===== config.mk =====
export PLATFORM = sky130hd
export DESIGN_NAME = gamepad_move_cmd
export DESIGN_NICKNAME = d
export VERILOG_FILES = /design/src/rtl/gamepad_move_cmd.sv
export SDC_FILE = /design/constraint.sdc
export NUM_CORES = 1
export LEC_CHECK = 0
export CORE_MARGIN = 2
export CORE_UTILIZATION = 50
export CTS_CLUSTER_SIZE = 25
export DETAILED_ROUTE_END_ITERATION = 16
export PLACE_DENSITY = 0.68
export SKIP_CTS_REPAIR_TIMING = 1
export SYNTH_ARGS = -nofsm -noshare
export SYNTH_HDL_FRONTEND = slang
export SYNTH_SLANG_ARGS = --single-unit
export TNS_END_PERCENT = 50

===== constraint.sdc =====
create_clock -name clk -period 8.3 [get_ports clk]
set_input_delay 1.245 -clock clk [delete_from_list [all_inputs] [get_ports clk]]
set_output_delay 1.245 -clock clk [all_outputs]
set_load 0.01 [all_outputs]

===== src/rtl/gamepad_move_cmd.sv =====
// Turns debounced gamepad button levels into a queue of 2048 move commands,
// with auto-repeat on a held direction and a start+select restart pulse.
module gamepad_move_cmd #(
    parameter int DEBOUNCE_CYCLES = 16,
    parameter int REPEAT_DELAY    = 12_500_000,
    parameter int REPEAT_PERIOD   = 5_000_000,
    parameter int CNT_W           = 24
) (
    input  logic       clk,
    input  logic       rst_n,
    input  logic       btn_up,
    input  logic       btn_down,
    input  logic       btn_left,
    input  logic       btn_right,
    input  logic       btn_start,
    input  logic       btn_select,
    input  logic       is_present,
    output logic       cmd_valid,
    output logic [1:0] cmd_dir,
    input  logic       cmd_ready,
    output logic       restart,
    output logic       cmd_overflow
);
    localparam int DB_W = $clog2(DEBOUNCE_CYCLES);
    localparam logic [DB_W-1:0]  DB_LAST     = DB_W'(DEBOUNCE_CYCLES - 1);
    localparam logic [CNT_W-1:0] DELAY_LOAD  = CNT_W'(REPEAT_DELAY);
    localparam logic [CNT_W-1:0] PERIOD_LOAD = CNT_W'(REPEAT_PERIOD);

    typedef enum logic [1:0] {IDLE, HOLD, REPEAT} state_t;

    logic       clear;
    logic [5:0] raw;
    logic [5:0] filt;

    assign clear = !rst_n || !is_present;
    assign raw   = {btn_select, btn_start, btn_right, btn_left, btn_down, btn_up};

    // Filtered level flips on the DEBOUNCE_CYCLES-th consecutive differing sample.
    generate
        for (genvar gi = 0; gi < 6; gi++) begin : g_db
            logic            filt_reg;
            logic [DB_W-1:0] db_cnt_reg;

            always_ff @(posedge clk) begin
                if (clear) begin
                    filt_reg   <= 1'b0;
                    db_cnt_reg <= '0;
                end else if (raw[gi] == filt_reg) begin
                    db_cnt_reg <= '0;
                end else if (db_cnt_reg == DB_LAST) begin
                    filt_reg   <= raw[gi];
                    db_cnt_reg <= '0;
                end else begin
                    db_cnt_reg <= db_cnt_reg + 1'b1;
                end
            end

            assign filt[gi] = filt_reg;
        end
    endgenerate

    logic       dir_act;
    logic [1:0] dir_sel;

    always_comb begin
        dir_act = $onehot(filt[3:0]);
        dir_sel = 2'd0;
        if (filt[1])      dir_sel = 2'd1;
        else if (filt[2]) dir_sel = 2'd2;
        else if (filt[3]) dir_sel = 2'd3;
    end

    state_t           state_reg;
    logic [1:0]       lat_dir_reg;
    logic [CNT_W-1:0] rpt_cnt_reg;
    logic             push;
    logic [1:0]       push_dir;

    always_comb begin
        push     = 1'b0;
        push_dir = dir_sel;
        if (is_present && dir_act) begin
            if (state_reg == IDLE || dir_sel != lat_dir_reg) begin
                push = 1'b1;
            end else if (rpt_cnt_reg == CNT_W'(1)) begin
                push     = 1'b1;
                push_dir = lat_dir_reg;
            end
        end
    end

    always_ff @(posedge clk) begin
        if (clear) begin
            state_reg   <= IDLE;
            lat_dir_reg <= 2'd0;
            rpt_cnt_reg <= '0;
        end else begin
            case (state_reg)
                IDLE: begin
                    if (dir_act) begin
                        lat_dir_reg <= dir_sel;
                        rpt_cnt_reg <= DELAY_LOAD;
                        state_reg   <= HOLD;
                    end
                end
                HOLD, REPEAT: begin
                    if (!dir_act) begin
                        state_reg <= IDLE;
                    end else if (dir_sel != lat_dir_reg) begin
                        lat_dir_reg <= dir_sel;
                        rpt_cnt_reg <= DELAY_LOAD;
                        state_reg   <= HOLD;
                    end else if (rpt_cnt_reg == CNT_W'(1)) begin
                        rpt_cnt_reg <= PERIOD_LOAD;
                        state_reg   <= REPEAT;
                    end else begin
                        rpt_cnt_reg <= rpt_cnt_reg - 1'b1;
                    end
                end
                default: state_reg <= IDLE;
            endcase
        end
    end

    logic combo;
    logic combo_reg;
    logic restart_rise;
    logic restart_reg;

    assign combo        = filt[4] & filt[5];
    assign restart_rise = is_present && combo && !combo_reg;

    always_ff @(posedge clk) begin
        if (clear) begin
            combo_reg   <= 1'b0;
            restart_reg <= 1'b0;
        end else begin
            combo_reg   <= combo;
            restart_reg <= restart_rise;
        end
    end

    // Two-entry FIFO, entry 0 is always the head; restart flushes and beats a push.
    logic [1:0] fifo_mem_reg [2];
    logic [1:0] fifo_cnt_reg;
    logic       ovf_reg;
    logic       do_push;
    logic       pop;

    assign do_push = push && !restart_rise;
    assign pop     = cmd_valid && cmd_ready;

    always_ff @(posedge clk) begin
        if (clear || restart_rise) begin
            fifo_cnt_reg    <= 2'd0;
            fifo_mem_reg[0] <= 2'd0;
            fifo_mem_reg[1] <= 2'd0;
            ovf_reg         <= 1'b0;
        end else begin
            ovf_reg <= 1'b0;
            case ({do_push, pop})
                2'b10: begin
                    if (fifo_cnt_reg == 2'd2) begin
                        ovf_reg <= 1'b1;
                    end else begin
                        fifo_mem_reg[fifo_cnt_reg[0]] <= push_dir;
                        fifo_cnt_reg <= fifo_cnt_reg + 2'd1;
                    end
                end
                2'b01: begin
                    fifo_mem_reg[0] <= fifo_mem_reg[1];
                    fifo_cnt_reg    <= fifo_cnt_reg - 2'd1;
                end
                2'b11: begin
                    if (fifo_cnt_reg == 2'd1) begin
                        fifo_mem_reg[0] <= push_dir;
                    end else begin
                        fifo_mem_reg[0] <= fifo_mem_reg[1];
                        fifo_mem_reg[1] <= push_dir;
                    end
                end
                default: ;
            endcase
        end
    end

    assign cmd_valid    = (fifo_cnt_reg != 2'd0);
    assign cmd_dir      = fifo_mem_reg[0];
    assign restart      = restart_reg;
    assign cmd_overflow = ovf_reg;
endmodule

==> Yosys cells after proc, flatten, opt, wreduce, memory -nomap -nowiden <==
Memories as Yosys holds them, arrays and structs flattened.
Cells that the tools add are included.
{ "word_totals": {"out_inout_bits": 5, "ram_bits": 4, "ff_bits": 63, "inputBits": 10, "word_cells": 156, "memories": 1} }
{ "op_classes": {"n_mux": 50, "n_addsub": 12, "n_reduce_logical": 35, "bitwise_logic": 12, "eq_ne": 27} }
{ "memory_table": {"columns": ["name", "words", "word_bits", "read_ports", "rd_ports_with_merged_regs", "wr", "line_no", "source"], "rows": [
  ["fifo_mem_reg", 2, 2, 2, 0, 2, "144", "logic [1:0] fifo_mem_reg [2];"]
]} }
{ "ops": {"columns": ["op", "n"], "rows": [
  ["$mux 24", 4],
  ["$pmux 24 s2", 1],
  ["$mux 2", 19],
  ["$add 4x1->4 const B", 6],
  ["$eq 24x1->1 const B", 1],
  ["$eq 4x4->1 const B", 6],
  ["$sub 24x1->24 const B", 1],
  ["$mux 1", 23],
  ["$reduce_or 3->1", 6],
  ["$reduce_and 2->1", 8],
  ["$pmux 2 s2", 3],
  ["$eq 2x2->1 const B", 4],
  ["$ne 2x2->1 const B", 4],
  ["$not 1->1", 7],
  ["$eq 1x1->1", 6],
  ["$eq 2x1->1 const B", 3],
  ["$reduce_bool 2->1", 3],
  ["$reduce_or 2->1", 3],
  ["$logic_and 1x1->1", 5],
  ["$add 1x1->2", 2],
  ["$logic_not 1->1", 4],
  ["$ne 4x4->1 const B", 1],
  ["$or 1x1->1", 4],
  ["$reduce_and 4->1", 1],
  ["other kinds (9)", 11]
]} }

==> Depth between registers and ports, before layout <==
{ "depth": {"ltp_word": 16, "ltp_mapped": 13, "ltp_nobuf": 11} }

==> Worst setup path after synthesis <==
OpenSTA, ideal clock, no wires.
{ "synth_timing": {"path_type": "register to register", "start": "register g_db[1].filt_reg", "end": "register rpt_cnt_reg[14]", "stages_incl_launch_ff": 13, "required_ns": 8.205, "slack_ns": 5.274, "t_arrival_ns": 2.931, "cell_sequence": "dfxtp_1 > clkbuf_1 > inv_1 > fa_1 > inv_1 > ha_1 > ha_1 > nor3b_1 > nor2_1 > nor2_1 > clkbuf_1 > o21ai_1 > a221oi_1"} }
{ "synth_between": {"elab_chain_cells": 5} }
{ "synth_rtl": {"columns": ["item", "line_no", "source"], "rows": [
  ["start: declaration", "41", "logic filt_reg;"],
  ["start signal: assignment", "51", "filt_reg <= raw[gi];"],
  ["$add 1x1->2 (not written as such) / $mux 2 (equally long branches)", "66, 68", null],
  ["$add 2x2->3 (not written as such) / $ne 2x2->1 (equally long branches)", "66, 109", null],
  ["$eq 3x1->1 / $mux 24 (equally long branches)", "66, 109", null],
  ["$ne 2x2->1 (no source line) / $mux 24 (equally long branches)", null, null],
  ["$reduce_and 3->1 (no source line) / $pmux 24 s2 (equally long branches)", null, null],
  ["end signal: assignment", "117", "rpt_cnt_reg <= rpt_cnt_reg - 1'b1;"],
  ["end: declaration", "75", "logic [CNT_W-1:0] rpt_cnt_reg;"]
]} }
Several ways; a longest one is shown, not always the timed one. The select of a mux whose other input is x is not followed.
A chain may end at the register's enable or synchronous reset.

==> out/metrics.yaml <==
die_width_um: 86.22
pwr_density_cell_mw_per_mm2: 174.6
timing.setup.critical_path_class: "reg -> reg"
rsz_0062_raised_after_global_routing: "false"
clock_transition_time_at_the_flip_flop_clock_pins_of_the_worst_setup_and_hold_paths_ns: 0.07
synth-seq-area-share_pct: 40.87
finalMaxSlewViolations: 0
maxClockFrequency_mhz: 291.1
worst_hold_path.num_cells: 1
timing.critical_path.from_type: "flip-flop"
status: "complete, no violations"
cts.root.buffer_cell: "clkbuf_8"
drive_gt1_share_pct: 5.952
placement_stage_worst_setup_slack_ns: 4.905
critical_path_peak_fanout: 25
postRouteWirelength_um: 6473
final_common_cell: "dfxtp_1"
layout.nets: 441
design.die.area_sq_mm: 0.007433
synth_largest_type_area_fraction_pct: 37.32
path_delay_family: "simple AND/OR/NAND/NOR gates"
cp.required_ns: 8.30
rows: 29
standard_cell_core_area_sq_mm: 0.006459
detail_route.first_pass.iterations: 4
clk_path_buf_depth: 2
synth_cells: 403
grt_max_degree: 33
numPortBuffers: 14
grt_pass1_vias: 2666
global_route.overflow_total: 0
final_cell_mix: "dfxtp_1 (63), nor2_1 (57), nand2_1 (27), nand3_1 (27), inv_1 (24)"
worstSetupEndpointType: "flip-flop"
asyncSetResetFlopFracSynth_pct: 0
post_synth.cell_area_avg_sq_um: 8.386
dp.final_hpwl_um: 4566
gp_congestion: 0.8513
regArea_sq_mm: 0.001381
post_dp_cell_area_sq_mm: 0.003578
report.final.setup_viol: 0
via_count: 2749
antenna_left: 0
cts_htree_levels: 3
slowest_stage: "nor2_2"
grt_antenna_before_repair: 0
timing.slew.headroom_pct: 34.23
synth_seq_cells: 67
synth_nets: 429
yosys_most_used_dff: "dfxtp_1"
grt_pass1_wl_um: 11470
final_cells: 497
synthToLayoutAreaGrowth_pct: 13.07
synthesized_area_sq_mm: 0.003379
netlist.top_cell.by_area: "dfxtp_1"
path_depth: 6
period_share_pct: 41.39
synth_top_cells_by_area: "dfxtp_1 (37%), nor2_1 (6.3%), ha_1 (5.6%)"
hold_path.class: "reg -> reg"
remaining_drc_errors: 0
worstMarginPinSlew_ns: 0.9855
worstSkewPairLatency_ns: 0.34
timing.final.crit_period_ns: 3.436
maximum_resistive_drop_on_vdd_mv: 0.1321
delay_contributed_by_the_slowest_stage_of_the_critical_path_ns: 0.81
cts_num_sinks: 67
path_common_cell: "or4_1"
synth_enable_flop_cells: 4
setup-tns-final_ns: 0
antenna_cells_inserted: 0
final_cell_area_sq_mm: 0.003821
synth.yosys.warnings: 0
ff2ff_path_depth: 6
arrival_ns: 3.44
global_route.usage.total_pct: 19.35
num-fill-cells: 567
synthDistinctLibCells: 51
routed_wire_length_per_instance_um: 13.02
initial_utilization_pct: 52.32
final.setup_skew_ns: 0.006530
top_level_pins: 15
cp.buffers_inverters: 1
route.detailed.vias_per_inst: 5.531
number_of_buffers_created_by_cts: 9
multi_input_area_sq_mm: 0.001833
leakagePower_nw: 1.615
hold_viol_final: 0
placed_cells: 481
max_cap_viol_count: 0
final.setup.worst_slack_ns: 4.864
tritoncts: "yes"
drtIter0Drc: 106
die-height_um: 86.22
cp_cell_sequence: "or4_1 -> or4_1 -> nor2_2 -> o31ai_1 -> buf_4 -> o311ai_1"
-- per-layer routing --
layer	part of all wire (%)	up-vias	track usage, %
met5	0	-	0
met4	1.7	0	8.097
met3	3.1	8	5.429
met2	48	36	32.56
met1	48	1258	23.29
li1	-	1447	-
-- cells by family after synthesis --
family / Yosys count / share of synthesized area (%)
AOI/OAI and AO/OA: 79 / 15.66
xor gates and xnor gates: 23 / 5.961
adders and majority gates: 16 / 6.146
buffers and inverters: 42 / 4.887
DFF: 67 / 40.87
muxes: 9 / 2.666
and+or+nand+nor: 167 / 23.81
-- report_power, final --
part	internal [W]	switching, W	total (W)	leakage, nW
clock	0.000190	0.000131	0.000321	0.119
sequential	0.000327	0.00000134	0.000328	0.553
combinational	0.00000785	0.0000100	0.0000179	0.944
total	0.000524	0.000143	0.000667	1.62
-- path summary, 6_finish.rpt --
path	startpoint	end	slack (ns)
setup reg to reg	rpt_cnt_reg[10]	fifo_mem_reg[0][1]	4.86
hold / removal	combo_reg	restart	0.41
setup / recovery	rpt_cnt_reg[10]	fifo_mem_reg[0][1]	4.86
hold reg to reg	combo_reg	restart	0.41
-- metrics by stage --
stage | utilization (%) | hold WS [ns] | power, W
after global routing | 59.16 | 0.4418 | 0.0006931
after detailed placement | 55.40 | 0.4083 | 0.0003535
after floorplan | - | 0.3907 | 0.0003446
after CTS | 59.16 | 0.4189 | 0.0006750
after global placement | 55.40 | 0.4133 | 0.0003531
final | 59.16 | 0.4147 | 0.0006670
-- cells in the mapped netlist (3+ instances only) --
library cell	n
buf_2	6
a22oi_1	7
and2_1	5
inv_1	24
o31ai_1	7
mux2i_1	9
nor4_1	9
nand2_1	27
clkbuf_1	11
edfxtp_1	4
a21oi_1	18
or3_1	3
o211ai_1	3
a21o_1	3
o21a_1	3
o21ai_1	15
ha_1	15
xor2_1	21
and3_1	7
nor3_1	13
a311oi_1	3
nor2b_1	3
or4_1	5
a31oi_1	4
nor2_1	57
nand3_1	27
dfxtp_1	63
-- area by class of cell --
class,count,area share (%)
multi-input combinational,294,47.97
sequential,67,36.15
timing repair buffer,19,4.650
clock buffer,10,3.897
tap,77,2.521
clock inverter,6,2.456
inverter,24,2.358
No activity file was read; power rests on OpenSTA's default activity.
==> RTL edit, RTL diff (same flow settings) <==
The parameter `DEBOUNCE_CYCLES` goes from 16 to 32.
--- a/src/rtl/gamepad_move_cmd.sv
+++ b/src/rtl/gamepad_move_cmd.sv
@@ -1,7 +1,7 @@
 // Turns debounced gamepad button levels into a queue of 2048 move commands,
 // with auto-repeat on a held direction and a start+select restart pulse.
 module gamepad_move_cmd #(
-    parameter int DEBOUNCE_CYCLES = 16,
+    parameter int DEBOUNCE_CYCLES = 32,
     parameter int REPEAT_DELAY    = 12_500_000,
     parameter int REPEAT_PERIOD   = 5_000_000,
     parameter int CNT_W           = 24
Behaviour: no difference found for any inputs over 10 cycles, from zero or initial values; that may be too few to reach the edited logic, so the function may still have changed.
==> RTL edit against the original RTL <==
  * Largest power group unchanged
  * Sequential share of layout area is 0.88 points higher
  * Sequential cell count up 6
  * Design area rose by 6.1%
  * Setup slack lost 0.22 ns
  * Final cell count grew 9.1%
  * Total power shrank 0.98%
  * Clock skew up 0.0028 ns
  * Routed wire length is 14% higher
  * Highest routed layer unchanged
  * Synthesized area rose by 7.2%
==> RTL edit: results (changes against the original RTL) <==
[clock_tree]
worst_setup_hold_path_clk_slew_ns = 0.08
cts_max_path_buffers = 2  ; unchanged
cts-htree-levels = 3  ; unchanged
worst_skew_pair.late_latency_ns = 0.35
cts_root_buf = clkbuf_8
cts_made_buffers = 9  ; unchanged

[power_and_ir_drop]
irDropWorstVdd_mv = 0.07419  ; -44%
static-leakage-power_nw = 1.501  ; -7.1%

[detailed_routing]
vias_per_cell = 5.552  ; +0.37%
initial_drt_markers = 111  ; +4.7%
drt_pre_antenna_iters = 4  ; unchanged
wl_um = 7405  ; +14%

[grt]
track_usage_pct = 19.91  ; +0.56 points
wire_length_of_the_first_global_routing_pass_um = 12360  ; +7.8%
pin_count_of_the_biggest_net_entering_global_routing = 43  ; +30%
grt_antenna_before_repair = 0  ; unchanged
grt_pass1_vias = 2788  ; +4.6%

[timing]
finalClockSkew_ns = 0.009301  ; +0.002770 ns
tightest_slew_ns = 1.072  ; +0.08660 ns

[placed_design]
place.gp.congestion = 0.7858  ; -7.7%
place_area_um2 = 3852  ; +7.7%
numPortBuffers = 14  ; unchanged
dp.final_hpwl_um = 4959  ; +8.6%

[synthesis]
ys_top_cells_by_area = dfxtp_1 (38%), ha_1 (7.3%), nor2_1 (5.7%), o21ai_0 (4.8%), a21oi_1 (4.0%)
yosysSeqAreaShare_pct = 41.45  ; +0.58 points
synth_commonest_cells = dfxtp_1 (69), nor2_1 (55), o21ai_0 (35)
yosysWarningCount = 0  ; unchanged
synth-async-reset-ratio_pct = 0  ; unchanged
synth_enable_flop_cells = 4  ; unchanged
synthDistinctLibCells = 45  ; -12%
mapped_nets = 457  ; +6.5%

[finish]
design.final.nets = 470  ; +6.6%
drive_above_1_share_pct = 6.546  ; +0.59 points
number_of_flip_flops_under_the_largest_register_name = 30
antenna_cells = 0  ; unchanged
fill_cells = 678  ; +20%

[run_status]
outcome = finished, final reports clean

[worst_hold_path]
worstHoldPathType = reg -> reg

[critical_path]
critical_path_arrival_ns = 3.86  ; +0.42 ns
crit_fanout = 27  ; +8.0%

[flow_run]
drv_cap = 0  ; unchanged

RTL edit: where the power goes:
| group | total, W | internal [W] | switching [W] |
|---|---|---|---|
| Clock | 0.000285 | 0.000147 | 0.000138 |
| Sequential | 0.000357 | 0.000355 | 0.00000133 |
| Combinational | 0.0000184 | 0.00000816 | 0.0000102 |
RTL edit: path summary, 6_finish.rpt:
path	start	end	cells past startpoint	slack, ns
worst min-delay path	combo_reg	restart	1	0.42
worst max-delay path	g_db[1].filt_reg	rpt_cnt_reg[1]	10	4.65
worst min register to register	combo_reg	restart	1	0.42
worst max register to register	g_db[1].filt_reg	rpt_cnt_reg[1]	10	4.65
RTL edit: final cells by class:
| cell class | instances | area, um2 | area share (%) |
|---|---|---|---|
| Clock inverter | 6 | 65.06 | 1.604 |
| Inverter | 16 | 60.06 | 1.481 |
| Multi-Input combinational cell | 321 | 2004 | 49.43 |
| Tap cell | 99 | 123.9 | 3.055 |
| Sequential cell | 73 | 1501 | 37.03 |
| Clock buffer | 10 | 137.6 | 3.394 |
| Timing Repair Buffer | 17 | 162.7 | 4.011 |
RTL edit: worst max-delay path: stages, from the launching register on:
cell and delay (ns):
dfxtp_1 0.54, inv_1 0.11, fa_1 0.51, inv_1 0.04, ha_1 0.17, ha_1 0.27
nor3b_1 0.62, o21a_1 0.76, o21ai_0 0.19, nand2_1 0.22, a211oi_1 0.07
RTL edit: routing by layer:
layer	vias to the layer above	part of all wire, %	GRT usage (%)
met1	1412	47	25.46
met4	0	1.9	8.955
met3	11	4.0	3.324
met5	-	0	0
li1	1529	-	-
met2	57	47	33.00
RTL edit: logic make-up after synthesis:
family | after synthesis | share of synthesized area [%]
buf+inv | 31 | 3.212
flops | 73 | 41.45
simple gates | 179 | 25.56
fa+ha+maj | 22 | 7.807
compound gates | 91 | 14.75
mux | 6 | 1.658
xor+xnor | 23 | 5.561
RTL edit: through the flow:
step	total power (W)	util [%]	hold slack [ns]	cells	worst slack [ns]
final	0.0006605	56.82	0.4158	542	4.647
after detailed placement	0.0003834	53.98	0.4074	526	4.664
after global placement	0.0003830	53.98	0.4040	526	4.817
after global routing	0.0006839	56.82	0.4312	542	4.340
after CTS	0.0006682	56.82	0.4189	542	4.658
after floorplan	0.0003743	-	0.3907	425	5.094
